**src/rtl/adc_bufer_pack.sv**
```systemverilog
// ADC sample packer: gathers three reads per group, queues {board, line, samples}
// in a 16-entry FIFO and streams entries to memory with a ready handshake.
module adc_bufer_pack #(
   parameter int DATA_W = 12,
   parameter int LINE_W = 8
) (
   input  logic                  FRC_IN,
   input  logic                  _RES,
   input  logic [DATA_W-1:0]     ADC_DATA,
   input  logic                  _RD,
   input  logic                  WRITE_BUFER,
   input  logic [3:0]            COUNT_BOARD,
   input  logic                  CHENGE_ADRES_IN,
   input  logic                  COUNTER_F_GO,
   input  logic                  MEM_READY,
   output logic                  MEM_WE,
   output logic [LINE_W+3:0]     MEM_ADDR,
   output logic [3*DATA_W-1:0]   MEM_DATA,
   output logic [4:0]            FIFO_LEVEL,
   output logic                  OVERFLOW,
   output logic                  FRAME_ERR
);
   localparam int ADDR_W  = LINE_W + 4;
   localparam int ENTRY_W = ADDR_W + 3 * DATA_W;
   localparam int DEPTH   = 16;

   typedef enum logic {IDLE, WRITE} state_t;

   logic [3:0]              strb_s1, strb_s2, strb_s3;   // {go, chg, wb, rd}
   logic [DATA_W-1:0]       adc_s1, adc_s2;
   logic [3:0]              board_s1, board_s2;
   logic                    rd_rise, wb_rise, ch_rise, go_rise, go;

   logic [1:0]              slot;
   logic [LINE_W-1:0]       line;
   logic [2:0][DATA_W-1:0]  samples;
   logic                    push_req, push_ok, full;
   logic [ENTRY_W-1:0]      push_entry;

   logic [ENTRY_W-1:0]      fifo_mem [DEPTH];
   logic [3:0]              wr_ptr, rd_ptr;
   logic [4:0]              count;
   logic                    pop, we_nxt;
   state_t                  state, state_nxt;

   always_ff @(posedge FRC_IN) begin
      // NOTE: non-blocking assignments make each stage take the previous cycle's value, so the chain is a true pipeline.
      if (!_RES) begin
         strb_s1  <= '0;
         strb_s2  <= '0;
         strb_s3  <= '0;
         adc_s1   <= '0;
         adc_s2   <= '0;
         board_s1 <= '0;
         board_s2 <= '0;
      end else begin
         strb_s1  <= {COUNTER_F_GO, CHENGE_ADRES_IN, WRITE_BUFER, _RD};
         strb_s2  <= strb_s1;
         strb_s3  <= strb_s2;
         adc_s1   <= ADC_DATA;
         adc_s2   <= adc_s1;
         board_s1 <= COUNT_BOARD;
         board_s2 <= board_s1;
      end
   end

   assign rd_rise = strb_s2[0] & ~strb_s3[0];
   assign wb_rise = strb_s2[1] & ~strb_s3[1];
   assign ch_rise = strb_s2[2] & ~strb_s3[2];
   assign go_rise = strb_s2[3] & ~strb_s3[3];
   assign go      = strb_s2[3];

   assign full       = (count == 5'(DEPTH));
   assign push_req   = go & wb_rise & (slot == 2'd3);
   assign push_ok    = push_req & (~full | pop);
   assign push_entry = {board_s2, line, samples};

   // Group assembly: the write strobe closes a group and reopens slot 0 in the same cycle.
   always_ff @(posedge FRC_IN) begin
      if (!_RES) begin
         slot      <= '0;
         line      <= '0;
         samples   <= '0;
         OVERFLOW  <= 1'b0;
         FRAME_ERR <= 1'b0;
      end else begin
         if (go_rise) begin
            OVERFLOW  <= 1'b0;
            FRAME_ERR <= 1'b0;
         end
         if (!go) begin
            slot <= '0;
            line <= '0;
         end else begin
            if (wb_rise) begin
               if (slot != 2'd3) FRAME_ERR <= 1'b1;
               if (rd_rise) begin
                  samples[0] <= adc_s2;
                  slot       <= 2'd1;
               end else begin
                  slot <= 2'd0;
               end
            end else if (rd_rise) begin
               if (slot == 2'd3) begin
                  FRAME_ERR <= 1'b1;
               end else begin
                  samples[slot] <= adc_s2;
                  slot          <= slot + 2'd1;
               end
            end
            if (ch_rise)       line <= '0;
            else if (push_req) line <= line + LINE_W'(1);
         end
         if (push_req && !push_ok) OVERFLOW <= 1'b1;
      end
   end

   // NOTE: the storage array has no reset; the pointers and count alone decide which entries are valid.
   always_ff @(posedge FRC_IN) begin
      if (push_ok) fifo_mem[wr_ptr] <= push_entry;
   end

   always_ff @(posedge FRC_IN) begin
      if (!_RES) begin
         wr_ptr <= '0;
         rd_ptr <= '0;
         count  <= '0;
      end else begin
         if (push_ok) wr_ptr <= wr_ptr + 4'd1;
         if (pop)     rd_ptr <= rd_ptr + 4'd1;
         case ({push_ok, pop})
            2'b10:   count <= count + 5'd1;
            2'b01:   count <= count - 5'd1;
            default: count <= count;
         endcase
      end
   end

   assign FIFO_LEVEL = count;

   always_comb begin
      // NOTE: every signal written here gets a default first so no path can infer a latch.
      state_nxt = state;
      pop       = 1'b0;
      we_nxt    = MEM_WE;
      case (state)
         IDLE: begin
            if (count != 5'd0) begin
               pop       = 1'b1;
               we_nxt    = 1'b1;
               state_nxt = WRITE;
            end
         end
         WRITE: begin
            if (MEM_READY) begin
               if (count != 5'd0) begin
                  pop = 1'b1;
               end else begin
                  we_nxt    = 1'b0;
                  state_nxt = IDLE;
               end
            end
         end
         default: state_nxt = IDLE;
      endcase
   end

   always_ff @(posedge FRC_IN) begin
      if (!_RES) begin
         state    <= IDLE;
         MEM_WE   <= 1'b0;
         MEM_ADDR <= '0;
         MEM_DATA <= '0;
      end else begin
         state  <= state_nxt;
         MEM_WE <= we_nxt;
         if (pop) {MEM_ADDR, MEM_DATA} <= fifo_mem[rd_ptr];
      end
   end

endmodule
```
**config.mk**
```make
export PLATFORM = sky130hd
export DESIGN_NAME = adc_bufer_pack
export DESIGN_NICKNAME = d
export VERILOG_FILES = /design/src/rtl/adc_bufer_pack.sv
export SDC_FILE = /design/constraint.sdc
export NUM_CORES = 1
export LEC_CHECK = 0
export CAP_MARGIN = 0
export CORE_AREA = 2 2 244 246
export DETAILED_ROUTE_END_ITERATION = 10
export DIE_AREA = 0 0 246 248
export PLACE_DENSITY = 0.77
export SLEW_MARGIN = 5
export SYNTH_ARGS = -nofsm -noshare
export SYNTH_HDL_FRONTEND = slang
export SYNTH_SLANG_ARGS = --single-unit
```
**constraint.sdc**
```tcl
create_clock -name FRC_IN -period 15.47 [get_ports FRC_IN]
set_input_delay 3.094 -clock FRC_IN [delete_from_list [all_inputs] [get_ports FRC_IN]]
set_output_delay 3.094 -clock FRC_IN [all_outputs]
set_load 0.01 [all_outputs]
```
==> results.md <==
- Status: completed
- Die X: 246 um
- Min-delay src: adc_s1[11]
- Worst EP required: ~16 ns
- Hpwl dp: approximately 40000 um
- Hold_buf cts: 0
- Antenna cells: 0
- Clock edge transition at the registers on the reported setup and hold paths: 0.06 ns
- DRT Wirelength: around 74000 um
- Initial Util: 59.2%
- Vias in the first global route: 17500
- WS Path Type: in2reg
- Max Cap Viol: 0
- Final Wtd Congestion: 0.810
- Least-Margin Pin Slew: 1.23 ns
- CP endpoint kind: flip-flop
- Setup_tns: 0 ns
- Layout fillers: 3539
- Clk network pwr share: 38.5%
- P_int: 4650 uW
- Leakage: between 0.01 and 0.015 uW
- Cell area power density: 155 mW/mm2
- Synth Area per Inst: just over 20 um2
- Hold Vio Cnt, Final: 0
- Min Tclk post-route: around 5.7 ns
- Psw: 1470 uW
- Max clock buf depth: 3
- Worst Setup SP: MEM_READY
- Final setup viols: 0
- Final Cycle Share: 36.8%
- Post-synth EDFFs: 768
- Initial antenna violation count: 1
- Post-Layout Cell Count: roughly 2700
- Drc violations: 0
- Highest net fanout along the worst path: 25
- Layout area overhead: 14.1%
- Post-synthesis sequential area ratio: roughly 76%
- RSZ-0062 raised after global routing: no
- Syn nets: 1741
- Worst Hold Class: reg2reg
- Peak Freq: between 150 and 200 MHz
- Final nets: 1843
- Core outline area: between 0.05 and 0.06 mm2
- Synth Register Bits: 923
- First-pass GRT wire length: 112000 um
- Remaining Overflow, GRT: 0
- Clock sink count: 923
- H-tree depth: 3
- Ys flop type: edfxtp_1
- Synthesis Warnings: 0
- Setup Fix Bufs, Post-CTS: 0
- WL/cell: 28.0 um
- Antenna Nets Post-Route: 0
- TritonCTS buffer count: 89
- Sequential power share: 46.5%
- DP Cell Count: 2488
- Initial DRC Count: between 1500 and 2000
- Worst skew pair latency: 0.63 ns
- Synthesized cell area: 0.0346 mm2
- Share of power burned in combinational logic: 15.0%
- Worst rel slew slack: 17.5%
- Row Count: a little under 90
- Layout cells sized above 1: 22.3%
- Gr usage total: 25.4%
- CTS Root Cell: clkbuf_16
- R2R Path Start: slot[0]
- Post-Synthesis Cells: 1704
- Num ports: between 70 and 80
- Clock Skew: 0.0343 ns
- Final slew viol count: 0
- Post-CTS Resized: 0
- CTS tree: built
- TritonRoute pass-1 iters: 5
- Die ar.: 0.0610 mm2
- Cell variety after synth: 48
- Fraction of registers with async set/reset: 0%
- Largest net degree at the start of global routing: 99
- Post-DR vias/cell: about 6.3
- Switching Share: ~24%
- Via Count: 16800
- Setup crit start kind: input pin
- Buffers added on ports: around 80
- Max IR drop VDD: 0.116 mV
- Worst EP arrival: 5.94 ns
- Die height: 248 um
## path summary, 6_finish.rpt
check | to | slack (ns) | depth (start not counted)
worst min register to register | adc_s2[11] | 0.43 | 1
worst max register to register | fifo_mem[9][18] | 11.64 | 6
worst min-delay path | adc_s2[11] | 0.43 | 1
worst max-delay path | fifo_mem[9][18] | 9.78 | 6
## registers in the layout (all words and copies together), names as in the netlist, 5 cells and up
signal and cells:
fifo_mem 768, MEM_DATA 36, push_entry 36, MEM_ADDR 12, adc_s1 12, adc_s2 12, line 8, FIFO_LEVEL 5
## layout by cell type (no fill, tap or decap), types with 13 or more instances in the layout
| master | count |
|---|---|
| ha_1 | 13 |
| nand2_1 | 22 |
| clkbuf_16 | 93 |
| clkinv_1 | 13 |
| mux4_2 | 182 |
| and2_1 | 44 |
| o221ai_2 | 40 |
| buf_4 | 27 |
| mux2i_1 | 143 |
| edfxtp_1 | 768 |
| dfxtp_1 | 152 |
| nand3_1 | 51 |
| clkbuf_8 | 13 |
| bufinv_16 | 17 |
| nor2_1 | 68 |
| clkdlybuf4s50_1 | 77 |
## metrics by stage
step                power [uW]  cell area (um2)  hold WS [ns]  util (%)  worst slack, ns
global route              6310            39500         0.450      67.6             9.67
floorplan                 3520            34600         0.412         -             7.99
CTS                       6170            39500         0.435      67.6             9.82
finish                    6120            39500         0.432      67.6             9.78
global placement          3800            36300         0.416      62.0             9.31
detailed placement        3820            36300         0.418      62.0             9.23
## cell usage after synthesis (all sizes together) (6+ instances only)
library cell | instances | area (um2)
edfxtp | 768 | 23100
ha | 13 | 163
inv | 10 | 37.5
nand2 | 22 | 82.6
dfxtp | 155 | 3100
nor2 | 80 | 300
nand3 | 52 | 265
o221ai | 43 | 627
xor2 | 10 | 87.6
nand2b | 7 | 43.8
a31oi | 6 | 43.8
clkbuf | 50 | 188
xnor2 | 6 | 52.6
mux4 | 182 | 4100
a21oi | 8 | 40.0
mux2i | 144 | 1450
buf | 44 | 251
and2 | 44 | 275
o21ai | 11 | 66.3
## critical path, stage by stage
cell	delay (ns)
clkdlybuf4s50_1	0.51
nor2b_1	0.09
a31oi_2	0.46
nand2_1	0.35
nor2_4	0.84
buf_4	0.55
## routing by layer
| layer | up-vias | GRT usage, % | part of all wire [%] |
|---|---|---|---|
| met2 | 763 | 41.9 | 50 |
| met3 | 136 | 4.03 | 7.4 |
| li1 | 7107 | - | - |
| met5 | - | 0 | 0 |
| met4 | 0 | 9.84 | 3.1 |
| met1 | 8761 | 34.5 | 39 |
## kinds of logic (layout without fill, tap and decap cells)
logic type / Yosys count / after routing / synth area share [%]
simple gates: 228 / 228 / 3.22
fa+ha+maj: 14 / 14 / 0.528
compound gates: 93 / 93 / 2.80
buf+inv: 104 / 282 / 1.38
xor+xnor: 16 / 16 / 0.405
flops: 923 / 923 / 75.6
mux: 326 / 326 / 16.0
## power groups by stage
stage / Combinational (uW) / Clock [uW] / Sequential (uW)
5_1_grt: 988 / 2470 / 2850
3_3_place_gp: 908 / 0 / 2900
6_report: 918 / 2360 / 2840
2_1_floorplan: 675 / 0 / 2840
4_1_cts: 936 / 2390 / 2840
3_5_place_dp: 925 / 0 / 2900
## layout make-up
| class | instances | area [um2] | area share (%) |
|---|---|---|---|
| Sequential cell | 923 | 26200 | 66.3 |
| Multi-Input combinational cell | 677 | 8080 | 20.5 |
| Clock buffer | 117 | 2550 | 6.45 |
| Timing Repair Buffer | 105 | 993 | 2.52 |
| Tap cell | 773 | 967 | 2.45 |
| Clock inverter | 50 | 692 | 1.75 |
| Inverter | 10 | 37.5 | 0.0950 |
(Power assumes the default switching activity.)
